File: config.mk
export PLATFORM = sky130hd
export DESIGN_NAME = data_upload
export DESIGN_NICKNAME = d
export VERILOG_FILES = /design/src/rtl/data_upload.sv
export SDC_FILE = /design/constraint.sdc
export NUM_CORES = 1
export LEC_CHECK = 0
export BUFFER_PORTS_ARGS = -buffer_cell sky130_fd_sc_hd__buf_2
export CORE_MARGIN = 2
export CORE_UTILIZATION = 50
export CTS_CLUSTER_SIZE = 20
export DETAILED_ROUTE_END_ITERATION = 16
export MAX_ROUTING_LAYER = met4
export PLACE_DENSITY = 0.76
export RECOVER_POWER = 100
export SYNTH_ARGS = -nofsm -noshare
export SYNTH_HDL_FRONTEND = slang
export SYNTH_SLANG_ARGS = --single-unit
File: constraint.sdc
create_clock -name clk -period 6.33 [get_ports clk]
set_input_delay 0 -clock clk [delete_from_list [all_inputs] [get_ports clk]]
set_output_delay 0 -clock clk [all_outputs]
set_load 0.02 [all_outputs]
File: src/rtl/data_upload.sv
// SPI-slave upload path: streams a core-RAM region to the io controller on sdo.
// SPI pins are synchronised into clk; RAM bytes are prefetched one ahead of the shifter.
module data_upload #(
  parameter int ADDR_W     = 25,
  parameter int LEN_W      = 24,
  parameter int RD_LATENCY = 2
) (
  input  logic              clk,
  input  logic              reset_n,
  input  logic              sck,
  input  logic              ss,
  input  logic              sdi,
  output logic              sdo,
  input  logic [ADDR_W-1:0] upload_addr,
  input  logic [LEN_W-1:0]  upload_len,
  output logic              uploading,
  output logic              done,
  output logic              rd,
  output logic [ADDR_W-1:0] a,
  input  logic [7:0]        q
);

  // state    | meaning
  // PF_IDLE  | no fetch in flight, buffer not valid
  // PF_REQ   | rd strobe out, a = ptr
  // PF_WAIT  | counting RD_LATENCY down to capture of q
  // PF_READY | buffer holds RAM[ptr] until the slot completes
  typedef enum logic [1:0] {PF_IDLE, PF_REQ, PF_WAIT, PF_READY} pf_state_e;

  localparam logic [7:0] CMD_RX     = 8'h56;
  localparam logic [7:0] CMD_RX_DAT = 8'h57;
  localparam logic [7:0] CMD_RX_LEN = 8'h58;
  localparam logic [2:0] LAT_INIT   = 3'(RD_LATENCY - 1);

  logic [2:0]        sck_sync_q;
  logic [1:0]        ss_sync_q, sdi_sync_q;
  logic [3:0]        cnt_q;
  logic [6:0]        sh_in_q;
  logic [7:0]        cmd_q, shreg_q, buf_q;
  logic              sdo_q, uploading_q, done_q, rd_q, load_pend_q, pf_queued_q;
  logic [LEN_W-1:0]  len_q, len_sh_q, rem_q;
  logic [ADDR_W-1:0] ptr_q, a_q;
  logic [2:0]        lat_q;
  pf_state_e         pf_state_q;

  logic              ss_s, sdi_s, sck_rise, sck_fall;
  logic [7:0]        byte_in, slot_cmd;
  logic              at_cmd_end, at_slot_end, load_ev, dat_load, len_load;
  logic              begin_ev, end_ev, advance_ev, pf_req, pf_capture;
  logic [LEN_W-1:0]  rem_dec_d;
  logic [ADDR_W-1:0] ptr_inc_d, pf_addr_d;

  assign ss_s     = ss_sync_q[1];
  assign sdi_s    = sdi_sync_q[1];
  assign sck_rise = ~ss_s & sck_sync_q[1] & ~sck_sync_q[2];
  assign sck_fall = ~ss_s & ~sck_sync_q[1] & sck_sync_q[2];
  assign byte_in  = {sh_in_q, sdi_s};

  assign at_cmd_end  = sck_rise && (cnt_q == 4'd7);
  assign at_slot_end = sck_rise && (cnt_q == 4'd15);
  assign slot_cmd    = at_cmd_end ? byte_in : cmd_q;
  assign load_ev     = at_cmd_end | at_slot_end;
  assign dat_load    = load_ev && (slot_cmd == CMD_RX_DAT);
  assign len_load    = load_ev && (slot_cmd == CMD_RX_LEN);

  assign begin_ev   = at_slot_end && (cmd_q == CMD_RX) && sdi_s;
  assign end_ev     = at_slot_end && (cmd_q == CMD_RX) && !sdi_s;
  assign advance_ev = at_slot_end && (cmd_q == CMD_RX_DAT) && uploading_q && (rem_q != '0);
  assign rem_dec_d  = rem_q - LEN_W'(1);
  assign ptr_inc_d  = ptr_q + ADDR_W'(1);
  assign pf_req     = begin_ev | (advance_ev && (rem_dec_d != '0));
  assign pf_addr_d  = begin_ev ? upload_addr : ptr_inc_d;
  assign pf_capture = (pf_state_q == PF_WAIT) && (lat_q == 3'd0);

  assign sdo       = sdo_q;
  assign uploading = uploading_q;
  assign done      = done_q;
  assign rd        = rd_q;
  assign a         = a_q;

  always_ff @(posedge clk or negedge reset_n) begin
    if (!reset_n) begin
      sck_sync_q  <= '0;
      ss_sync_q   <= 2'b11;
      sdi_sync_q  <= '0;
      cnt_q       <= '0;
      sh_in_q     <= '0;
      cmd_q       <= '0;
      shreg_q     <= '0;
      buf_q       <= '0;
      sdo_q       <= 1'b0;
      uploading_q <= 1'b0;
      done_q      <= 1'b0;
      rd_q        <= 1'b0;
      load_pend_q <= 1'b0;
      pf_queued_q <= 1'b0;
      len_q       <= '0;
      len_sh_q    <= '0;
      rem_q       <= '0;
      ptr_q       <= '0;
      a_q         <= '0;
      lat_q       <= '0;
      pf_state_q  <= PF_IDLE;
    end else begin
      sck_sync_q <= {sck_sync_q[1:0], sck};
      ss_sync_q  <= {ss_sync_q[0], ss};
      sdi_sync_q <= {sdi_sync_q[0], sdi};
      rd_q       <= 1'b0;
      done_q     <= 1'b0;

      if (ss_s) begin
        cnt_q       <= '0;
        sdo_q       <= 1'b0;
        load_pend_q <= 1'b0;
      end else begin
        if (sck_rise) begin
          sh_in_q <= byte_in[6:0];
          cnt_q   <= (cnt_q == 4'd15) ? 4'd8 : cnt_q + 4'd1;
          if (cnt_q == 4'd7) cmd_q <= byte_in;
        end
        if (sck_fall) begin
          if (cnt_q[3] && (cmd_q == CMD_RX_DAT || cmd_q == CMD_RX_LEN)) begin
            sdo_q   <= shreg_q[7];
            shreg_q <= {shreg_q[6:0], 1'b0};
          end else begin
            sdo_q <= 1'b0;
          end
        end
        // Data slots load once the byte at ptr is in hand; the fetch fits inside half an sck period.
        if (load_pend_q) begin
          if (!uploading_q || rem_q == '0) begin
            shreg_q     <= '0;
            load_pend_q <= 1'b0;
          end else if (pf_state_q == PF_READY) begin
            shreg_q     <= buf_q;
            load_pend_q <= 1'b0;
          end else if (pf_capture && !pf_queued_q) begin
            shreg_q     <= q;
            load_pend_q <= 1'b0;
          end
        end
        if (dat_load) load_pend_q <= 1'b1;
        if (len_load) begin
          if (at_cmd_end) begin
            shreg_q  <= len_q[7:0];
            len_sh_q <= len_q >> 8;
          end else begin
            shreg_q  <= len_sh_q[7:0];
            len_sh_q <= len_sh_q >> 8;
          end
        end
      end

      if (begin_ev) begin
        ptr_q       <= upload_addr;
        rem_q       <= upload_len;
        len_q       <= upload_len;
        uploading_q <= 1'b1;
      end
      if (end_ev) begin
        uploading_q <= 1'b0;
        done_q      <= 1'b1;
      end
      if (advance_ev) begin
        ptr_q <= ptr_inc_d;
        rem_q <= rem_dec_d;
      end

      if (end_ev) begin
        pf_state_q  <= PF_IDLE;
        pf_queued_q <= 1'b0;
      end else begin
        case (pf_state_q)
          PF_IDLE, PF_READY: begin
            if (pf_req) begin
              pf_state_q <= PF_REQ;
              rd_q       <= 1'b1;
              a_q        <= pf_addr_d;
            end else if (advance_ev) begin
              pf_state_q <= PF_IDLE;
            end
          end
          PF_REQ: begin
            pf_state_q <= PF_WAIT;
            lat_q      <= LAT_INIT;
            if (pf_req) pf_queued_q <= 1'b1;
          end
          PF_WAIT: begin
            if (lat_q == 3'd0) begin
              buf_q <= q;
              if (pf_queued_q || pf_req) begin
                pf_state_q  <= PF_REQ;
                rd_q        <= 1'b1;
                a_q         <= pf_req ? pf_addr_d : ptr_q;
                pf_queued_q <= 1'b0;
              end else begin
                pf_state_q <= PF_READY;
              end
            end else begin
              lat_q <= lat_q - 3'd1;
              if (pf_req) pf_queued_q <= 1'b1;
            end
          end
          default: pf_state_q <= PF_IDLE;
        endcase
      end
    end
  end

endmodule

==> impl_metrics.ini <==
[finish]
fillerInstances = 1609
fin_nets = 1256
fin_util = 0.596
drive_above_1_share = 0.129
area_delta_synth_final_pct = 17.8

[clock_network]
cts_made_buffers = 17
clk_pin_slew_ns = 0.07
cts_max_level = 4
clk_path_buf_depth = 2
root_buffer = clkbuf_16
insertion_delay_ns = 0.44
cts_sinks = 167
cts_tree = yes
cts_setup_buffers = 0

[drt]
avgRoutedWirePerCell_um = 18.9
wl_um = 27000
num_vias = 8708
drtIter0Drc = 774
drcViolationCount = 0
via_per_inst = 6.09
route.antenna.remaining_nets = 0
first_pass_iters = 6

[hold_path]
hold_class = in2reg
worstHoldEndpoint = sdi_sync_q[0]
holdPathStages = 2
hp-start = sdi

[grt]
grt_antenna_before_repair = 1
track_usage = 0.284
grt_pass1_vias = 8260
grt_pass1_wl_um = 43700
globalRoute.totalOverflow = 0
grt_max_degree = 101

[yosys]
yosysSeqAreaShare = 0.445
synth_area_leader_cell = dfrtp_1
synth_fp_nets = 1141
synth_top_cell_area_share = 0.439
synthCells = 1068
netlist_top_cells_area = dfrtp_1 44%, nand2_1 7.4%, o21ai_0 4.9%
syn-mean-instance-area_um2 = 8.80
syn_area_um2 = 9400
yosysWarningCount = 0
ys.flop_type = dfrtp_1
ys_ff_latch = 167
synth_edf_count = 0
ys_async_sr_fraction = 1.00
ys_types = 72

[power]
power_density_nw_per_um2 = 211
ir_drop_mv = 0.184
leakage_nw = 4.77

[die]
ios = 91
initial_core_util = 0.506
dieArea_um2 = 19900
die_y_um = 141
rows = 50
die_w_um = 141
coreArea_um2 = 18600

[worst_setup_path]
slowest_stage = clkbuf_1
crit_path_start_kind = flip-flop
reg2reg_slack_ns = 1.23
worstPathArrival_ns = 5.39
end_kind = flip-flop
cp_max_fo = 48
regToRegEndpoint = shreg_q[4]
path_class = reg2reg
rr_startpoint = ss_sync_q[1]
cpPeakStageDelay_ns = 1.31
reg2reg_depth = 9
cp_cell_sequence = or3b_2 > nor3_1 > mux2_1 > nand4_1 > or4_1 > clkbuf_1 > o21ai_0 > o22ai_1 > o21ai_0
required_ns = 6.62
cpMostUsedCell = o21ai_0

[sta]
setup_viol = 0
rsz0062_at_grt = no
worst_pin_slew_ns = 3.85
fin_tns_setup_ns = 0
maxSlewViolCount = 151
slew_headroom = -1.57
finClkSkew_ns = 0.0113
hold_viol = 0
finalCritPeriodShare = 0.806
fmax_ghz = 0.196
period_needed_ns = 5.10

[placement]
place_hpwl_um = 18400
io_buffers = 90
routabilityCongestion = 0.944

[run_status]
violations = max-capacitance violations, max-slew violations
outcome = complete, but fails checks

[run]
drv_cap = 3
==> synthesized netlist by cell type (5+ instances only) <==
master	n
nor2_1	84
a22oi_1	7
a211oi_1	10
dfrtp_1	165
a21oi_1	59
o211ai_1	8
a31o_2	6
or4_1	6
buf_1	5
nor4_1	18
mux2i_1	26
nor3_1	25
ha_1	11
o21ai_0	92
and3_1	6
nor2b_1	7
mux2_1	5
and2_1	9
or2_2	6
mux2_4	10
a32oi_1	8
nand2_1	185
nand2b_1	5
o22ai_1	11
or3_1	10
nand3_1	33
o31ai_1	10
nand4_1	12
inv_1	36
a2bb2oi_1	6
mux2_2	31
clkbuf_1	56
nand3b_1	5
and4_1	5
a31oi_1	20
==> kinds of logic (layout without fill, tap and decap cells) <==
family	after synthesis	in the layout	share of synthesized area
compound gates	272	272	0.185
xor+xnor	3	3	0.00279
fa+ha+maj	11	11	0.0146
buf+inv	106	234	0.0462
flops	167	167	0.445
mux	72	72	0.0868
other cells	0	1	0
simple gates	437	437	0.220
==> power breakdown <==
part	internal, W	switching, W
Combinational	0.0000685	0.0000583
Clock	0.000615	0.000474
Sequential	0.00109	0.0000240
Total	0.00178	0.000556
==> layout by cell type, fill, tap and decap left out, drive strengths merged, types with 18 or more instances in the layout <==
master and instances:
buf 69, mux2 46, nor4 18, nor2 85
clkbuf 55, o21ai 92, a31oi 20, mux2i 26
nand3 33, a21oi 59, nor3 25, nand2 185
dlygate4sd3 61, inv 41, dfrtp 165
==> final cells by class <==
| type | instances | area, um2 | share of cell area |
|---|---|---|---|
| multi-input combinational | 795 | 4730 | 0.427 |
| sequential | 167 | 4180 | 0.377 |
| timing repair buffer | 166 | 1120 | 0.101 |
| clock buffer | 19 | 453 | 0.0409 |
| tap | 234 | 293 | 0.0264 |
| clock inverter | 13 | 163 | 0.0147 |
| inverter | 36 | 135 | 0.0122 |
| antenna | 1 | 2.50 | 0.000226 |
==> worst max-delay path: cells and delay by family (launching register included) <==
kind	cells	cell delay [ns]
AOI/OAI and AO/OA	3	0.64
buffers and inverters	1	1.31
DFF	1	0.57
muxes	1	0.42
and+or+nand+nor	4	2.00
==> worst max-delay path by stage <==
| stage | startpoint | endpoint | cells past startpoint |
|---|---|---|---|
| 2_1_floorplan | rem_q[0] | a[18] | 13 |
| 3_3_place_gp | rem_q[0] | a[4] | 11 |
| 3_5_place_dp | rem_q[0] | a[4] | 11 |
| 4_1_cts | rem_q[0] | a[4] | 11 |
| 5_1_grt | ss_sync_q[1] | shreg_q[5] | 9 |
| 6_report | ss_sync_q[1] | shreg_q[4] | 9 |
==> metrics by stage <==
step	cells	power [W]	setup slack [ns]	cell area, um2	hold WS [ns]
2_1_floorplan	1068	0.00117	2.48	9400	-0.296
3_3_place_gp	1337	0.00123	1.93	9990	0.110
3_5_place_dp	1337	0.00124	1.80	9990	0.109
4_1_cts	1430	0.00235	1.80	11200	0.208
5_1_grt	1431	0.00241	0.849	11100	0.205
6_report	1431	0.00233	1.23	11100	0.212
==> state kept, by name, summed over array words and instances (netlist names), 4 cells and up <==
name,cells
cnt_q,4
len_sh_q,16
buf_q,8
shreg_q,8
ptr_q,25
sh_in_q,7
rem_q,24
a,25
len_q,24
cmd_q,8
==> timing repair <==
item                      CTS  global route
hold endpoints to repair  180             0
hold buffers               61             0
resized for setup           0             0
==> routing by layer <==
metal | track usage | vias to the layer above | routed length (um)
li1 | - | 4074 | -
met1 | 0.391 | 4213 | 12000
met2 | 0.429 | 378 | 12500
met3 | 0.0567 | 43 | 2060
met4 | 0.0811 | 0 | 473
met5 | - | - | 0
(Power assumes the default switching activity.)
